--- config.mk ---
export PLATFORM = sky130hd
export DESIGN_NAME = register_file_mp
export DESIGN_NICKNAME = d
export VERILOG_FILES = /design/src/rtl/register_file_mp.sv
export SDC_FILE = /design/constraint.sdc
export NUM_CORES = 2
export LEC_CHECK = 0
export BUFFER_PORTS_ARGS = -buffer_cell sky130_fd_sc_hd__buf_4
export CAP_MARGIN = 10
export CORE_MARGIN = 2
export CORE_UTILIZATION = 50
export DETAILED_ROUTE_END_ITERATION = 8
export GPL_ROUTABILITY_DRIVEN = 1
export GPL_TIMING_DRIVEN = 0
export PLACE_DENSITY = 0.66
export RECOVER_POWER = 25
export SLEW_MARGIN = 0
export SYNTH_ARGS = -nofsm -noshare
export SYNTH_HDL_FRONTEND = slang
export SYNTH_SLANG_ARGS = --single-unit
--- constraint.sdc ---
create_clock -name clk -period 5.01 [get_ports clk]
set_input_delay 1.002 -clock clk [delete_from_list [all_inputs] [get_ports clk]]
set_output_delay 1.002 -clock clk [all_outputs]
set_load 0.01 [all_outputs]
--- src/rtl/register_file_mp.sv ---
// Multi-read-port register file with a per-register pending-write scoreboard.
// Define RF_BYPASS_EN to forward a same-cycle write to matching read ports.
module register_file_mp #(
    parameter int unsigned ADDRSIZE = 5,
    parameter int unsigned WORDSIZE = 32,
    parameter int unsigned NREAD    = 2
) (
    input  logic                         clk,
    input  logic                         reset,
    input  logic                         regWrite,
    input  logic [ADDRSIZE-1:0]          writeReg,
    input  logic [WORDSIZE-1:0]          writeData,
    input  logic [NREAD*ADDRSIZE-1:0]    readReg,
    output logic [NREAD*WORDSIZE-1:0]    readData,
    input  logic                         issueValid,
    input  logic [ADDRSIZE-1:0]          issueReg,
    output logic [NREAD-1:0]             busy
);

    localparam int unsigned RFSIZE = 1 << ADDRSIZE;

    logic [WORDSIZE-1:0] regs    [RFSIZE];
    logic [ADDRSIZE-1:0] raddrQ  [NREAD];
    logic [RFSIZE-1:0]   pending;
    logic                writeHit;
    logic                issueHit;

    // Register 0 is hardwired: it never accepts a write or a pending mark.
    assign writeHit = regWrite && (writeReg != '0);
    assign issueHit = issueValid && (issueReg != '0);

    // Array, scoreboard and sampled read addresses; set beats clear on a collision.
    always_ff @(posedge clk) begin
        if (reset) begin
            regs    <= '{default: '0};
            raddrQ  <= '{default: '0};
            pending <= '0;
        end else begin
            if (writeHit) begin
                regs[writeReg]    <= writeData;
                pending[writeReg] <= 1'b0;
            end
            if (issueHit) begin
                pending[issueReg] <= 1'b1;
            end
            for (int unsigned k = 0; k < NREAD; k++) begin
                raddrQ[k] <= readReg[k*ADDRSIZE +: ADDRSIZE];
            end
        end
    end

    // Read ports look up the array at the address sampled on the last edge.
    always_comb begin
        readData = '0;
        busy     = '0;
        for (int unsigned k = 0; k < NREAD; k++) begin
            if (raddrQ[k] != '0) begin
                readData[k*WORDSIZE +: WORDSIZE] = regs[raddrQ[k]];
                busy[k]                          = pending[raddrQ[k]];
`ifdef RF_BYPASS_EN
                if (writeHit && (writeReg == raddrQ[k])) begin
                    readData[k*WORDSIZE +: WORDSIZE] = writeData;
                    busy[k] = issueHit && (issueReg == writeReg);
                end
`endif
            end
        end
    end

endmodule

==> flow_summary.yaml <==
synthesis:
  syn-mean-instance-area_sq_um: 8.96
  syn_inst: 6042
  mappedNetlistArea_sq_um: 54100
  ys_warn_count: 0
  yosysSeqAreaShare_pct: 39.4
  ys_ff_latch: 1066
  syn_nets: 6098
  ys_types: 42
global_route:
  antenna_found_initial: 21
  grt_use_total_pct: 53.6
  grt_overflow_total: 0
  grt_pass1_wl_mm: 406
  grt_pass1_vias: 49200
  grt_max_degree: 20
clock_tree:
  cts_tree: "yes"
  htreeDepth: 3
  post_cts_buffers: 0
  clock_path_buffers: 3
  worstSkewPairLatency_ns: 0.73
  cts-hold-fix-buffers: 0
  clock_sinks: 1066
  cts-root-buf: "clkbuf_16"
  cts_buffers: 118
  clk_pin_slew_ns: 0.06
sta:
  setup_viol: 50
  finalHoldViolations: 0
  setup_ws_ns: -0.274
  tns_ns: -6.03
  max-slew-margin-rel_pct: -2.04
  fmax_mhz: 189
  layout_min_cycle_time_ns: 5.28
  tightestPinTransition_ns: 1.52
  whs_ns: 0.463
  rsz0062_at_grt: "false"
  clock_skew_ns: 0
  slew_violations: 18
  post-route-period-util_pct: 105
worst_setup_path:
  slowest_delay_ns: 0.89
  arrival_ns: 4.28
  path_delay_family: "buffers and inverters"
  cp-end-kind: "output port"
  slowest_stage: "clkbuf_1"
  cp-startpoint: "raddrQ[4]"
  start_kind: "flop"
  cp_max_fo: 10
  cp.required_ns: 4.01
  path_buf_inv: 3
  r2r_start: "regs[976]"
  cp_cell_sequence: "buf_2 -> nand2b_1 -> clkbuf_1 -> a211oi_1 -> a311oi_2 -> buf_4"
  crit_type: "reg -> out"
  ff2ff_setup_slack_ns: 4.22
finish:
  final_cell_area_sq_um: 61300
  nets: 6340
  stdcell_count: 7793
  drive_gt1_share_pct: 18.0
  syn_to_final_growth_pct: 13.2
place:
  place_area_sq_um: 56900
  port_buffers: 120
  hpwl_mm: 231
  placed_cells: 7573
  gp_congestion: 1.09
drt:
  finalWirelength_mm: 307
  wire_per_inst_um: 39.3
  ant_nets: 0
  vias: 55000
  drtIter0Drc: 10700
  via_per_inst: 7.06
  dr.pass1.iters: 9
  drc: 0
die:
  start_util_pct: 50.5
  dieArea_sq_um: 111000
  die_w_um: 333
  ios: 122
  die_h_um: 333
  fp-row-count: 120
  coreArea_sq_um: 107000
pwr:
  vdd_drop_max_uv: 286
  p_per_area_nw_per_um2: 331
  report.power.total_mw: 20.3
  leakagePower_nw: 19.6
run:
  cap_violations: 3
status:
  status: "finished with violations"
  failed_checks: "max-capacitance violations, max-slew violations, negative setup slack"
worst_hold_path:
  min_from: "readReg[4]"
  hold_path_class: "in -> reg"
[layout by cell type, fill, tap and decap left out, types with 6 or more instances in the layout]
cell type	count
a211oi_1	48
a211oi_2	18
a21oi_1	992
a221oi_1	44
a22oi_1	81
a22oi_2	16
a311oi_1	30
a311oi_2	24
a311oi_4	12
and2_1	13
buf_1	15
buf_12	12
buf_2	112
buf_4	168
buf_6	38
bufinv_16	6
clkbuf_1	423
clkbuf_16	121
clkbuf_2	13
clkbuf_8	33
clkinv_2	24
dfxtp_1	1066
diode_2	6
mux2_2	65
mux2i_1	132
mux4_2	457
nand2_1	2054
nand2b_1	7
nor2_1	51
nor2b_1	117
o2111ai_1	17
o21ai_0	49
o21ai_1	64
[cell families after synthesis]
family | after synthesis | synth area share, %
flip-flops | 1066 | 39.4
multiplexers | 660 | 23.1
AO/OA/AOI/OAI | 1401 | 14.9
buffers and inverters | 639 | 5.95
AND/OR/NAND/NOR | 2276 | 16.7
[synth_stat cells, drive strengths merged]
master	number	area, sq um
nand2	2054	7710
dfxtp	1066	21300
a21oi	992	4960
mux4	462	10400
clkbuf	398	1490
buf	239	1720
mux2i	132	1320
nor2b	117	732
o21ai	114	574
a22oi	97	728
a211oi	66	495
a311oi	66	697
mux2	66	747
nor2	57	229
a221oi	48	445
and2	19	119
o2111ai	18	158
nand2b	7	43.8
nor3	6	30.0
and4b	3	30.0
and4bb	3	37.5
nand4b	3	26.3
inv	2	7.51
or2	2	12.5
or4	2	22.5
and4	1	8.76
nand4	1	6.26
nor4b	1	15.0
[state kept, by name, summed over array words and instances (netlist names)]
name / cells
pending: 32
regs: 1024
raddrQ: 10
[stage by stage]
stage	utilization [%]	setup WS, ns
final	57.2	-0.274
after global routing	57.1	0.000683
after CTS	57.0	-0.0386
after detailed placement	53.1	-0.166
after global placement	53.0	-0.435
after floorplan	-	2.31
[per-layer routing]
layer  share of wire [%]  GRT usage [%]
met5               0.047              0
met4                 8.9           37.7
met3                  19           27.6
met2                  37           68.1
met1                  35           69.0
[power by group]
group / internal (mW) / total [mW] / switching (mW)
clock network: 5.21 / 9.12 / 3.91
registers: 8.54 / 8.59 / 0.0537
logic: 0.612 / 2.55 / 1.94
total: 14.4 / 20.3 / 5.90
[final cells by class]
type                    count  area [sq um]
fillers                  9778         45900
multi-input cells        4337         30000
flip-flops and latches   1066         21300
clock buffers             183          3590
plain buffers             630          3200
well taps                1403          1760
repair buffers            129           968
clock inverters            37           374
diodes                      6          15.0
inverters                   2          7.51
[timing repair]
item                                    in CTS  in global routing
endpoints found under the setup margin      52                 33
pin swaps                                    6                  5
resized for setup                           53                 38
endpoints found under the hold margin        0                  0
[worst paths after layout]
check                 endpoint  cells past startpoint
setup / recovery  readData[57]                      6
hold reg to reg      regs[284]                      2
setup reg to reg     regs[976]                      2
hold / removal       raddrQ[9]                      2
No activity file was read; power rests on OpenSTA's default activity.
